==> src/rtl/wrr_arb.sv <==
// Weighted round-robin arbiter: per-requester credits refilled from weights, packet locking
// until the final beat, and a combinational grant from requests and state.
module wrr_arb #(
    parameter int unsigned  W        = 4,
    parameter int unsigned  WEIGHT_W = 4,
    localparam int unsigned PTR_W    = (W > 1) ? $clog2(W) : 1
) (
    input  logic                  clk,
    input  logic                  rst,
    input  logic [W-1:0]          i_req,
    input  logic [W*WEIGHT_W-1:0] i_weight,
    input  logic                  i_ack,
    input  logic                  i_last,
    output logic [W-1:0]          o_gnt,
    output logic [PTR_W-1:0]      o_gnt_enc,
    output logic                  o_gnt_vld
);

    typedef enum logic {StUnlocked, StLocked} lock_e;

    lock_e               lock_r, lock_d;
    logic [PTR_W-1:0]    ptr_r, ptr_d;
    logic [PTR_W-1:0]    lock_idx_r, lock_idx_d;
    logic [WEIGHT_W-1:0] cred_r [W];
    logic [WEIGHT_W-1:0] cred_d [W];
    logic [WEIGHT_W-1:0] eff_wt [W];

    logic [W-1:0]        has_cred, elig, elig_rot, win_oh, lock_oh;
    logic                replenish, found, beat;
    logic [PTR_W-1:0]    win_idx, cur_idx, nxt_idx;
    logic [WEIGHT_W-1:0] base, cur_post;

    // A zero weight still buys one packet per round.
    always_comb begin : eff_weights
        for (int i = 0; i < W; i++) begin
            eff_wt[i] = i_weight[i*WEIGHT_W +: WEIGHT_W];
            if (eff_wt[i] == '0) begin
                eff_wt[i] = WEIGHT_W'(1);
            end
        end
    end

    always_comb begin : eligibility
        for (int i = 0; i < W; i++) begin
            has_cred[i] = i_req[i] && (cred_r[i] != '0);
        end
        replenish = (has_cred == '0) && (i_req != '0);
        elig      = replenish ? i_req : has_cred;
        // Rotate so bit 0 corresponds to ptr_r; the doubled vector handles the wrap.
        elig_rot  = W'({elig, elig} >> ptr_r);
    end

    always_comb begin : search
        found   = 1'b0;
        win_idx = '0;
        for (int unsigned k = 0; k < W; k++) begin
            if (!found && elig_rot[k]) begin
                found   = 1'b1;
                win_idx = (32'(ptr_r) + k >= W) ? PTR_W'(32'(ptr_r) + k - W)
                                                : PTR_W'(32'(ptr_r) + k);
            end
        end
    end

    // State register
    always_ff @(posedge clk) begin
        if (rst) begin
            lock_r     <= StUnlocked;
            lock_idx_r <= '0;
            ptr_r      <= '0;
            for (int i = 0; i < W; i++) begin
                cred_r[i] <= '0;
            end
        end else begin
            lock_r     <= lock_d;
            lock_idx_r <= lock_idx_d;
            ptr_r      <= ptr_d;
            for (int i = 0; i < W; i++) begin
                cred_r[i] <= cred_d[i];
            end
        end
    end

    // Next state
    always_comb begin : next_state
        beat       = i_ack && o_gnt_vld;
        cur_idx    = (lock_r == StLocked) ? lock_idx_r : win_idx;
        nxt_idx    = (32'(cur_idx) + 32'd1 >= W) ? '0 : cur_idx + 1'b1;
        lock_d     = lock_r;
        lock_idx_d = lock_idx_r;
        ptr_d      = ptr_r;
        cur_post   = '0;
        base       = '0;

        // Only the first beat of a packet spends credit; locked beats leave it alone.
        for (int i = 0; i < W; i++) begin
            base = (lock_r == StUnlocked && replenish) ? eff_wt[i] : cred_r[i];
            if (cur_idx == PTR_W'(i)) begin
                if (lock_r == StUnlocked && base != '0) begin
                    base = base - 1'b1;
                end
                cur_post = base;
            end
            cred_d[i] = (beat && lock_r == StUnlocked) ? base : cred_r[i];
        end

        if (beat) begin
            unique case (lock_r)
                StUnlocked: begin
                    if (!i_last) begin
                        lock_d     = StLocked;
                        lock_idx_d = win_idx;
                    end
                end
                StLocked: begin
                    if (i_last) begin
                        lock_d = StUnlocked;
                    end
                end
            endcase
            // Stay on the winner while it still has credit so it repeats up to its weight.
            if (i_last) begin
                ptr_d = (cur_post == '0) ? nxt_idx : cur_idx;
            end
        end
    end

    // Outputs
    always_comb begin : outputs
        for (int i = 0; i < W; i++) begin
            win_oh[i]  = found && (win_idx == PTR_W'(i));
            lock_oh[i] = (lock_idx_r == PTR_W'(i));
        end
        o_gnt = '0;
        unique case (lock_r)
            StUnlocked: o_gnt = win_oh;
            StLocked:   o_gnt = lock_oh & i_req;
        endcase
        o_gnt_vld = |o_gnt;
        o_gnt_enc = '0;
        for (int i = 0; i < W; i++) begin
            if (o_gnt[i]) begin
                o_gnt_enc = o_gnt_enc | PTR_W'(i);
            end
        end
    end

endmodule

==> config.mk <==
export PLATFORM = sky130hd
export DESIGN_NAME = wrr_arb
export DESIGN_NICKNAME = d
export VERILOG_FILES = /design/src/rtl/wrr_arb.sv
export SDC_FILE = /design/constraint.sdc
export NUM_CORES = 1
export LEC_CHECK = 0
export CAP_MARGIN = 0
export CORE_UTILIZATION = 57
export DETAILED_ROUTE_END_ITERATION = 12
export GPL_TIMING_DRIVEN = 0
export PLACE_DENSITY_LB_ADDON = 0.05
export SLEW_MARGIN = 30
export SYNTH_ARGS = -nofsm -noshare
export SYNTH_HDL_FRONTEND = slang
export SYNTH_SLANG_ARGS = --single-unit
==> constraint.sdc <==
create_clock -name clk -period 4.64 [get_ports clk]
set_input_delay 0.928 -clock clk [delete_from_list [all_inputs] [get_ports clk]]
set_output_delay 0.928 -clock clk [all_outputs]
set_load 0.01 [all_outputs]
==> results of run 1 <==
## worst max-delay path: cells and delay by family
family,cells,cell delay (ps)
buf+inv,4,780
mux,1,230
simple gates,7,1660
compound gates,4,910
fa+ha+maj,1,210
## stage by stage
stage          setup slack [ps]  instances  area, um^2
2_1_floorplan               465        334        2490
4_1_cts                    74.7        419        2930
5_1_grt                    15.1        421        2970
6_report                    110        421        2970
3_3_place_gp              -1010        414        2850
3_5_place_dp              -1040        414        2850
## per-layer routing
layer  share of wire [%]  routed length, um  up-vias  track usage [%]
li1                    -                  -     1361                -
met1                  41               3230     1337             43.6
met2                  46               3600      155             58.2
met3                 8.9                693       28             5.67
met4                 3.5                275        0             15.1
met5                   0                  0        -                0
## what timing repair did
item                       CTS  global route
hold endpoints to repair     0             0
cloned                       0             0
pin swaps                    0             2
setup buffers                2             2
gates resized for setup     12            10
setup endpoints to repair   10             4
## kinds of logic (layout without fill, tap and decap cells)
logic type | after synthesis | in the layout | share of synthesized area (%)
flip-flops | 21 | 21 | 16.9
multiplexers | 18 | 18 | 7.94
buffers and inverters | 31 | 68 | 7.13
AND/OR/NAND/NOR | 147 | 147 | 29.9
adder cells (fa/ha/maj) | 8 | 8 | 4.02
XOR/XNOR | 5 | 5 | 1.76
AO/OA/AOI/OAI | 104 | 104 | 32.3
## final cells by class
type | count | area (um^2)
buffer | 18 | 136
multi-input combinational | 282 | 1930
sequential | 21 | 420
fill | 351 | 1120
clock buffer | 4 | 45.0
timing repair buffer | 34 | 325
inverter | 12 | 45.0
tap | 50 | 62.6
## cells in the mapped netlist (2+ instances only)
cell type	number	area (um^2)
sky130_fd_sc_hd__mux2i_1	13	130
sky130_fd_sc_hd__nand3_1	17	85.1
sky130_fd_sc_hd__nor3b_1	6	45.0
sky130_fd_sc_hd__a31oi_1	5	31.3
sky130_fd_sc_hd__clkbuf_8	2	27.5
sky130_fd_sc_hd__nor4b_1	2	17.5
sky130_fd_sc_hd__buf_6	4	45.0
sky130_fd_sc_hd__a41oi_1	3	26.3
sky130_fd_sc_hd__buf_2	2	10.0
sky130_fd_sc_hd__a21oi_1	17	85.1
sky130_fd_sc_hd__o21a_1	2	15.0
sky130_fd_sc_hd__a2111oi_0	2	17.5
sky130_fd_sc_hd__o41ai_4	4	110
sky130_fd_sc_hd__or2_2	2	12.5
sky130_fd_sc_hd__o2111ai_1	2	17.5
sky130_fd_sc_hd__clkbuf_1	10	37.5
sky130_fd_sc_hd__or4_1	5	37.5
sky130_fd_sc_hd__o21ai_1	2	10.0
sky130_fd_sc_hd__o41a_1	2	22.5
sky130_fd_sc_hd__a221oi_1	4	35.0
sky130_fd_sc_hd__a311o_1	2	20.0
sky130_fd_sc_hd__a211oi_1	11	82.6
sky130_fd_sc_hd__and3_2	3	22.5
sky130_fd_sc_hd__or3_1	3	18.8
sky130_fd_sc_hd__xnor2_1	4	35.0
sky130_fd_sc_hd__inv_1	12	45.0
sky130_fd_sc_hd__nand4_1	3	18.8
sky130_fd_sc_hd__nor4_1	2	12.5
sky130_fd_sc_hd__dfxtp_1	21	420
sky130_fd_sc_hd__mux2_1	3	33.8
sky130_fd_sc_hd__nand2_1	42	158
sky130_fd_sc_hd__nor3_1	16	80.1
sky130_fd_sc_hd__o211ai_1	6	45.0
sky130_fd_sc_hd__o31ai_1	4	30.0
sky130_fd_sc_hd__nand2b_1	4	25.0
sky130_fd_sc_hd__ha_1	8	100
sky130_fd_sc_hd__and3_1	3	18.8
sky130_fd_sc_hd__o32ai_1	2	17.5
sky130_fd_sc_hd__o21ai_0	22	110
sky130_fd_sc_hd__nor2_1	29	109
## registers in the layout, summed over array words and instances (netlist names)
| name | flops |
|---|---|
| lock_idx_r | 2 |
| ptr_r | 2 |
| lock_r | 1 |
| cred_r | 16 |
## how the worst min path moves through the flow
stage / cells past startpoint / startpoint / to / slack [ps]
2_1_floorplan: 2 / cred_r[1][1] / cred_r[1][1] / 490
3_3_place_gp: 2 / cred_r[1][1] / cred_r[1][1] / 520
3_5_place_dp: 2 / cred_r[1][1] / cred_r[1][1] / 520
4_1_cts: 2 / cred_r[1][1] / cred_r[1][1] / 530
5_1_grt: 2 / cred_r[1][1] / cred_r[1][1] / 540
6_report: 2 / cred_r[1][1] / cred_r[1][1] / 530
## power by group
group,switching (mW),internal [mW],total (mW)
logic,1.11,0.853,1.96
clock network,0.0683,0.0614,0.130
registers,0.0940,0.237,0.331
==> summary.md, run 1 <==
| Metric | Value |
|---|---|
| Via-per-instance ratio | 6.84 |
| Startpoint type of the worst setup path | input port |
| Wire length per cell | 18.5 um |
| Leading cell type in the layout, fill and taps excluded | sky130_fd_sc_hd__nand2_1 |
| Final Hold Fails | 0 |
| Worst slew margin relative to its limit | around 57% |
| Buffers from clock root to sink, at most | 2 |
| Die Ht | 68.1 um |
| Leakage power total | 1.08 nW |
| Flip-flop and latch count after synthesis | 21 |
| Clock tree from TritonCTS | built |
| Arrival time reported for the critical path endpoint | about 4700 ps |
| Highest-delay cell along the critical path | sky130_fd_sc_hd__or4_4 |
| Insertion delay of the later-clocked pin in the worst-skew pair | ~270 ps |
| Global route total overflow | 0 |
| Reg2reg start | cred_r[1][3] |
| Post-synth net total | 366 |
| Die Wd | between 60 and 70 um |
| Row count | 23 |
| Total of max-cap violations | 0 |
| Post-synth design cell area | 2490 um^2 |
| Maximum number of pins on one net before global-route repair | 12 |
| GRT Total Usage | 34.8% |
| Final Slew Violations | 0 |
| Final-layout worst hold slack | 526 ps |
| Root buffer cell | sky130_fd_sc_hd__clkbuf_8 |
| Critical path's most frequent cell | sky130_fd_sc_hd__nor3_1 |
| Count of buffers inserted at the top-level ports | 30 |
| Worst-case clock skew | approximately 1.9 ps |
| Core Region | about 4000 um^2 |
| # DRC | 0 |
| Yosys warning total | 0 |
| Net total in the final layout | 404 |
| Wire length of the first global-routing pass | 11900 um |
| Proportion of synthesized flip-flops having asynchronous set or reset | 0% |
| Slowest stage delay, CP | 640 ps |
| Routability congestion estimate | 0.959 |
| Reg clk slew, reported paths | about 90 ps |
| Endpoint required time on the critical path | 4840 ps |
| Post-synth top flop | sky130_fd_sc_hd__dfxtp_1 |
| IR Drop Worst-Case VDD | 0.000402 V |
| Vias in the first global route | 2464 |
| Synthesized instance count | roughly 330 |
| Number of clock buffers inserted by TritonCTS | 3 |
| Worst slew pin tran | 639 ps |
| Die ar. | 4640 um^2 |
| Sequential element share of the synthesized area | between 10% and 20% |
| Hold-fix buffers, CTS | 0 |
| Max Fanout on Critical Path | 10 |
| Total clock sinks | 21 |
| R2R cell count | 17 |
| Highest achievable clock rate | 221 MHz |
| Critical path capture point | ptr_r[0] |
| Final setup violating endpoints | 0 |
| Distinct cell type count of the synthesized netlist | 68 |
| Layout Area Growth over Synthesis | 19.2% |
| Antenna violations before repair | 0 |
| Overall power of the completed layout | 2.42 mW |
| Capture instance of the worst register-to-register path | ptr_r[0] |
| Type of the most critical hold path | reg -> reg |
| Setup repair after global routing missed its margin | no |
| Critical path launch point | i_req[2] |
| Start-to-end type of the worst setup path | in -> reg |
| Worst path cell trace | dlygate4sd2_1 -> or4_4 -> nand2_4 -> nor2_4 -> buf_6 -> clkbuf_4 -> mux2i_2 -> ha_1 -> inv_1 -> or3_1 -> nor3_1 -> nor3_1 -> and3_1 -> o21ai_1 -> a21oi_2 -> a2111o_1 -> a41oi_2 |
| Antenna cell count | 0 |
| Number of violations reported at the end of detailed-routing iteration 0 | 260 |
| Share of final-layout standard cells stronger than drive strength 1 | 12.1% |
| Number of flops mapped to enable cells by yosys | 0 |
| Most used cells in the layout excluding fill and tap cells | sky130_fd_sc_hd__nand2_1, sky130_fd_sc_hd__nor2_1, sky130_fd_sc_hd__clkdlybuf4s50_1 |
| Status | finished, final reports clean |
| Tmin final | 4530 ps |
| Type of destination of the critical path | flop |
| Routed wire length | 7800 um |
| DRT antenna net count | 0 |
| Cell area power density | about 820 nW/um^2 |
| Final sum of negative setup slack | 0 ps |
| Final cell utilization of the core | 72.7% |
| First drt pass iteration count | 5 |
| Crit share post-route | 97.6% |
| Number of top-level pins | 31 |
| Avg Cell Area, Syn | 7.46 um^2 |
| CTS H-tree depth | 1 |
| Half-perimeter wire length after detailed placement | 5580 um |
| Effective utilization at floorplan | roughly three fifths |
| Reg-to-reg slack, setup | roughly 440 ps |
| Vias after detailed routing | 2881 |
Power figures use the tool's default switching activity.
==> inputs of run 2 (changes only) <==
--- a/config.mk
+++ b/config.mk
@@ -6,6 +6,7 @@
 export NUM_CORES = 1
 export LEC_CHECK = 0
 export CAP_MARGIN = 0
+export CORE_MARGIN = 2
 export CORE_UTILIZATION = 57
 export DETAILED_ROUTE_END_ITERATION = 12
 export GPL_TIMING_DRIVEN = 0
==> run 2 against run 1 <==
Final cell count increased by 0.24%; first-iteration DRC count fell by 13%; largest cell class unchanged; setup slack gained 61 ps; sequential power about the same; hold slack improved by 26 ps; maximum frequency is 1.4% higher; design area is 0.93% lower.
==> summary.md, run 2 (synthesis gave the netlist of run 1 again) <==
| Metric | Value |
|---|---|
| Multi-input gate area in the final layout | 1920 um^2 (-0.78%) |
| Arrival time reported for the critical path endpoint | 4640 ps (-90 ps) |
| Die Ht | 70.1 um (+2.9%) |
| Number of clock buffers inserted by TritonCTS | 3 (unchanged) |
| Final Slew Violations | 0 (unchanged) |
| Max Fanout on Critical Path | 10 (unchanged) |
| First drt pass iteration count | 8 (+3) |
| CTS H-tree depth | 1 (unchanged) |
| Number of violations reported at the end of detailed-routing iteration 0 | 225 (-13%) |
| Reg clk slew, reported paths | 90 ps (about the same) |
| Most used cells in the layout excluding fill and tap cells | sky130_fd_sc_hd__nand2_1, sky130_fd_sc_hd__nor2_1, sky130_fd_sc_hd__clkdlybuf4s50_1 |
| Type of destination of the critical path | flop |
| Share of final-layout standard cells stronger than drive strength 1 | 11.6% (-0.51 points) |
| Half-perimeter wire length after detailed placement | 5650 um (+1.3%) |
| Total clock sinks | 21 (unchanged) |
| Worst hold path depth | 2 (unchanged) |
| Worst slew pin tran | 650 ps (+10.5 ps) |
| Net total in the final layout | 403 (-0.25%) |
| Antenna violations before repair | 0 (unchanged) |
| Number of top-level pins | 31 (unchanged) |
| DRT antenna net count | 0 (unchanged) |
| Start-to-end type of the worst setup path | in -> reg |
| Maximum number of pins on one net before global-route repair | 12 (unchanged) |
| Register bank with the most flops | cred_r |
| Wire length of the first global-routing pass | 12700 um (+7.2%) |
| Type of the most critical hold path | reg -> reg |
| Startpoint of the worst hold path | cred_r[1][1] |
| Top flop regs | cred_r: 16 flops, lock_idx_r: 2 flops, ptr_r: 2 flops |
| Crit share post-route | 96.3% (-1.3 points) |
| Leading cell type in the layout, fill and taps excluded | sky130_fd_sc_hd__nand2_1 |
| Worst-case clock skew | 2.38 ps (+0.437 ps) |
| Post-placement setup slack | -1010 ps (+33.0 ps) |
| Number of cells after detailed placement | 416 (+0.48%) |
| Storage element area | 420 um^2 (unchanged) |
| Number of flip-flops under the largest register name | 16 (unchanged) |
| Final setup violating endpoints | 0 (unchanged) |
| Reg2reg start | cred_r[1][3] |
| Routability congestion estimate | 0.939 (-2.2%) |
| Endpoint required time on the critical path | 4810 ps (-30 ps) |
| IR Drop Worst-Case VDD | 0.000443 V (+10%) |
| Insertion delay of the later-clocked pin in the worst-skew pair | 270 ps (about the same) |
| Post-layout instance count excluding filler cells | 422 (+0.24%) |
| Vias in the first global route | 2688 (+9.1%) |
| WHS Endpoint | cred_r[1][1] |
| Root buffer cell | sky130_fd_sc_hd__clkbuf_8 |
| Worst slew margin relative to its limit | 56.7% (-0.70 points) |
| Vias after detailed routing | 2852 (-1.0%) |
| Reg-to-reg slack, setup | 450 ps (about the same) |
| Highest achievable clock rate | 224 MHz (+1.4%) |
| GRT Total Usage | 31.9% (-2.9 points) |
| Count of buffers inserted at the top-level ports | 30 (unchanged) |
| Cell area power density | 808 nW/um^2 (-0.92%) |
| Tmin final | 4470 ps (-60.5 ps) |
| Die Wd | 70.1 um (+2.9%) |
| Wire length per cell | 18.3 um (-1.3%) |
| Buffers from clock root to sink, at most | 2 (unchanged) |
| Clock tree from TritonCTS | built |
| Status | finished, final reports clean |
| Leakage power total | 1.07 nW (-0.65%) |
| Global route total overflow | 0 (unchanged) |
| Row count | 24 (+4.3%) |
| Overall power of the completed layout | 2.38 mW (-1.8%) |
| Die ar. | 4920 um^2 (+6.0%) |
| Final Hold Fails | 0 (unchanged) |
| Worst path setup slack after routing | 171 ps (+60.5 ps) |
| R2R cell count | 17 (unchanged) |
| Hold-fix buffers, CTS | 0 (unchanged) |
| Layout Area Growth over Synthesis | 18.1% |
| Effective utilization at floorplan | 58.0% (-2.9 points) |
| # DRC | 0 (unchanged) |
| Total of max-cap violations | 0 (unchanged) |
| Capture instance of the worst register-to-register path | ptr_r[0] |
| Startpoint type of the worst setup path | input port |
| Antenna cell count | 0 (unchanged) |
| Number of filler instances in the final layout | 416 (+19%) |
| Via-per-instance ratio | 6.76 (-1.2%) |
| Routed wire length | 7720 um (-1.0%) |
| Core Region | 4290 um^2 (+5.1%) |
run 2: cell count changes in the layout (fill, tap and decap cells not counted), moves of 2 or more:
| cell | change |
|---|---|
| sky130_fd_sc_hd__clkbuf_2 | +2 |
| sky130_fd_sc_hd__dlygate4sd2_1 | -2 |
| sky130_fd_sc_hd__o21ai_0 | +2 |
| sky130_fd_sc_hd__o21ai_1 | -2 |
run 2: how the worst max path moves through the flow:
stage	startpoint	end	slack, ps	cells past startpoint
after floorplan	i_req[1]	ptr_r[0]	460	16
after global placement	i_req[2]	ptr_r[1]	-1010	18
after detailed placement	i_req[2]	ptr_r[1]	-1010	18
after CTS	i_req[1]	o_gnt_enc[0]	70	9
after global routing	i_req[3]	ptr_r[1]	-7	16
final	i_req[3]	ptr_r[1]	170	16
run 2: power breakdown:
part	leakage (nW)	internal [mW]	switching (mW)
combinational	0.879	0.838	1.07
clock	0.0228	0.0615	0.0707
sequential	0.172	0.237	0.0931
total	1.07	1.14	1.24
run 2: area by class of cell:
type / instances / area share (%)
plain buffers: 18 / 4.64
clock buffers: 4 / 1.53
inverters: 12 / 1.53
multi-input cells: 282 / 65.2
flip-flops and latches: 21 / 14.3
well taps: 52 / 2.21
repair buffers: 33 / 10.5
run 2: what timing repair did:
item	4_1_cts	5_1_grt
gates resized for setup	11	10
buffers inserted	1	2
pin swaps	0	1
hold endpoints to repair	0	0
endpoints found under the setup margin	10	5
run 2: per-stage QoR:
stage | TNS [ps] | area [um^2] | hold WS (ps) | utilization, %
finish | 0 | 2940 | 553 | 68.5
CTS | 0 | 2930 | 535 | 68.1
global placement | -4750 | 2860 | 509 | 66.5
floorplan | 0 | 2490 | 485 | -
global route | -6.52 | 2940 | 559 | 68.5
detailed placement | -5270 | 2860 | 523 | 66.5
run 2: layer usage:
metal	wire length, um	share of wire [%]	GRT usage [%]	vias to the layer above
met3	630	8.2	4.47	32
met1	3280	42	41.3	1332
li1	-	-	-	1347
met2	3560	46	53.2	141
met5	0	0	0	-
met4	256	3.3	12.8	0
run 2: worst max-delay path: stages:
cell and delay (ps):
sky130_fd_sc_hd__dlygate4sd2_1 350, sky130_fd_sc_hd__or4_4 610, sky130_fd_sc_hd__nand2_4 190, sky130_fd_sc_hd__nor2_4 70, sky130_fd_sc_hd__buf_6 150, sky130_fd_sc_hd__clkbuf_4 210, sky130_fd_sc_hd__clkbuf_4 230, sky130_fd_sc_hd__mux2i_1 160
sky130_fd_sc_hd__ha_1 290, sky130_fd_sc_hd__a31oi_1 160, sky130_fd_sc_hd__and3_1 230, sky130_fd_sc_hd__mux2_2 350, sky130_fd_sc_hd__nor2_2 140, sky130_fd_sc_hd__nand2_1 80, sky130_fd_sc_hd__mux2_1 320, sky130_fd_sc_hd__a21bo_1 170
==> RTL change: new RTL, config.mk and constraints of run 2 <==
Reset style: asynchronous (`rst`), changed in one clocked block.
--- a/src/rtl/wrr_arb.sv
+++ b/src/rtl/wrr_arb.sv
@@ -64,5 +64,5 @@
 
     // State register
-    always_ff @(posedge clk) begin
+    always_ff @(posedge clk or posedge rst) begin
         if (rst) begin
             lock_r     <= StUnlocked;
Behaviour: differs if rst is asserted again (counterexample within 4 cycles, from zero or initial values and one cycle with rst high); with rst held inactive, the same outputs for 4 cycles.
==> RTL change against run 2 <==
Setup slack improved by 0.088 ns; power fell by 18%; core utilization rose by 0.97 points; largest cell class unchanged; synthesized area rose by 2.2%; highest routed layer unchanged; non-clock buffer count fell by 6; largest power group unchanged; sequential power rose by 25%; wire length fell by 1.5%; sequential cell count did not move; die area rose by 2.0%; worst hold slack improved by 0.083 ns; first-iteration DRC count rose by 20%; cell area rose by 2.1%.
==> RTL change: results (changes against run 2) <==
| Metric | Value |
|---|---|
| Pre-CTS setup slack | `-0.826 ns (+0.184 ns)` |
| Netlist cell types | `69 (+1.5%)` |
| Met3 GRT Util | `0.0556 (+0.0108)` |
| Vias in the first global route | `2669 (-0.71%)` |
| Routed wl met2 | `3620 um (+1.8%)` |
| Gpl congestion | `0.967 (+3.0%)` |
| Largest net degree at the start of global routing | `22 (+10)` |
| Setup bufs post-CTS | `0 (-1)` |
| Port-buffer cells | `29 (-3.3%)` |
| Fill count | `376 (-9.6%)` |
| Max incr delay on CP | `0.57 ns (-0.04 ns)` |
| Cell Area, Placed | `0.00290 mm^2 (+1.5%)` |
| Share of cells above drive strength 1 | `0.141 (+0.0247)` |
| Post-DP HPWL | `5710 um (+1.1%)` |
| Post-synth ARST share | `1.00 (+1.00)` |
| Worst path top cell family by delay | `compound AO/OA/AOI/OAI gates` |
| Final #Nets | `393 (-2.5%)` |
| Status | `finished, final reports clean` |
| Sw Ratio | `0.530 (+0.00852)` |
| Top post-synthesis cells by area | `dfrtp_1, o21ai_0, nand2_1` |
| Layout Skew | `0.00231 ns (-0.0000700 ns)` |
| Mapped Nets | `358 (-2.2%)` |
| Met3 Wirelength | `720 um (+14%)` |
| Tot GR Track Use | `0.300 (-0.0194)` |
| Starting DRT DRC Count | `271 (+20%)` |
| First drt pass iteration count | `5 (-3)` |
| Synth Flop Type | `dfrtp_1` |
| Fraction of the yosys area taken by sequential cells | `0.206 (+0.0377)` |
| Arr. time, crit path | `4.58 ns (-0.06 ns)` |
| Rel. slew slack | `0.550 (-0.0169)` |
| Static leakage | `1.13 nW (+5.4%)` |
| Routed length on met1 | `3110 um (-5.2%)` |
==> RTL change: worst paths after layout <==
kind | startpoint | to | slack, ns
hold reg to reg | cred_r[15] | cred_r[15] | 0.64
setup reg to reg | cred_r[15] | ptr_r[0] | 0.29
hold / removal | cred_r[15] | cred_r[15] | 0.64
min in group asynchronous | rst | cred_r[11] | 1.00
max in group asynchronous | rst | cred_r[14] | 3.31
setup / recovery | i_req[2] | ptr_r[0] | 0.26
==> RTL change: area by class of cell <==
cell class / count / area (um^2) / share of cell area
clock buffer: 4 / 45.0 / 0.0150
multi-input combinational: 280 / 1950 / 0.650
buffer: 15 / 88.8 / 0.0296
inverter: 12 / 45.0 / 0.0150
tap: 52 / 65.1 / 0.0217
timing repair buffer: 30 / 283 / 0.0941
sequential: 21 / 526 / 0.175
==> RTL change: kinds of logic after synthesis <==
family | Yosys count | share of synthesized area
AND/OR/NAND/NOR | 138 | 0.295
buffers and inverters | 27 | 0.0487
XOR/XNOR | 4 | 0.0138
multiplexers | 16 | 0.0664
adder cells (fa/ha/maj) | 6 | 0.0295
AO/OA/AOI/OAI | 116 | 0.340
flip-flops | 21 | 0.206
==> RTL change: power groups by stage <==
stage	logic, mW	clock network [mW]	registers, mW
detailed placement	1.35	0	0.400
global placement	1.34	0	0.398
floorplan	1.03	0	0.362
finish	1.41	0.129	0.412
global route	1.55	0.135	0.426
CTS	1.36	0.127	0.399
==> RTL change: per-stage QoR <==
step,total power [mW],util,std cells,hold slack (ns),TNS (ns)
6_report,1.96,0.695,414,0.635,0
5_1_grt,2.11,0.695,414,0.656,0
4_1_cts,1.88,0.684,413,0.592,0
3_5_place_dp,1.75,0.671,409,0.566,-2.04
3_3_place_gp,1.73,0.671,409,0.561,-1.98
2_1_floorplan,1.39,-,328,0.527,0
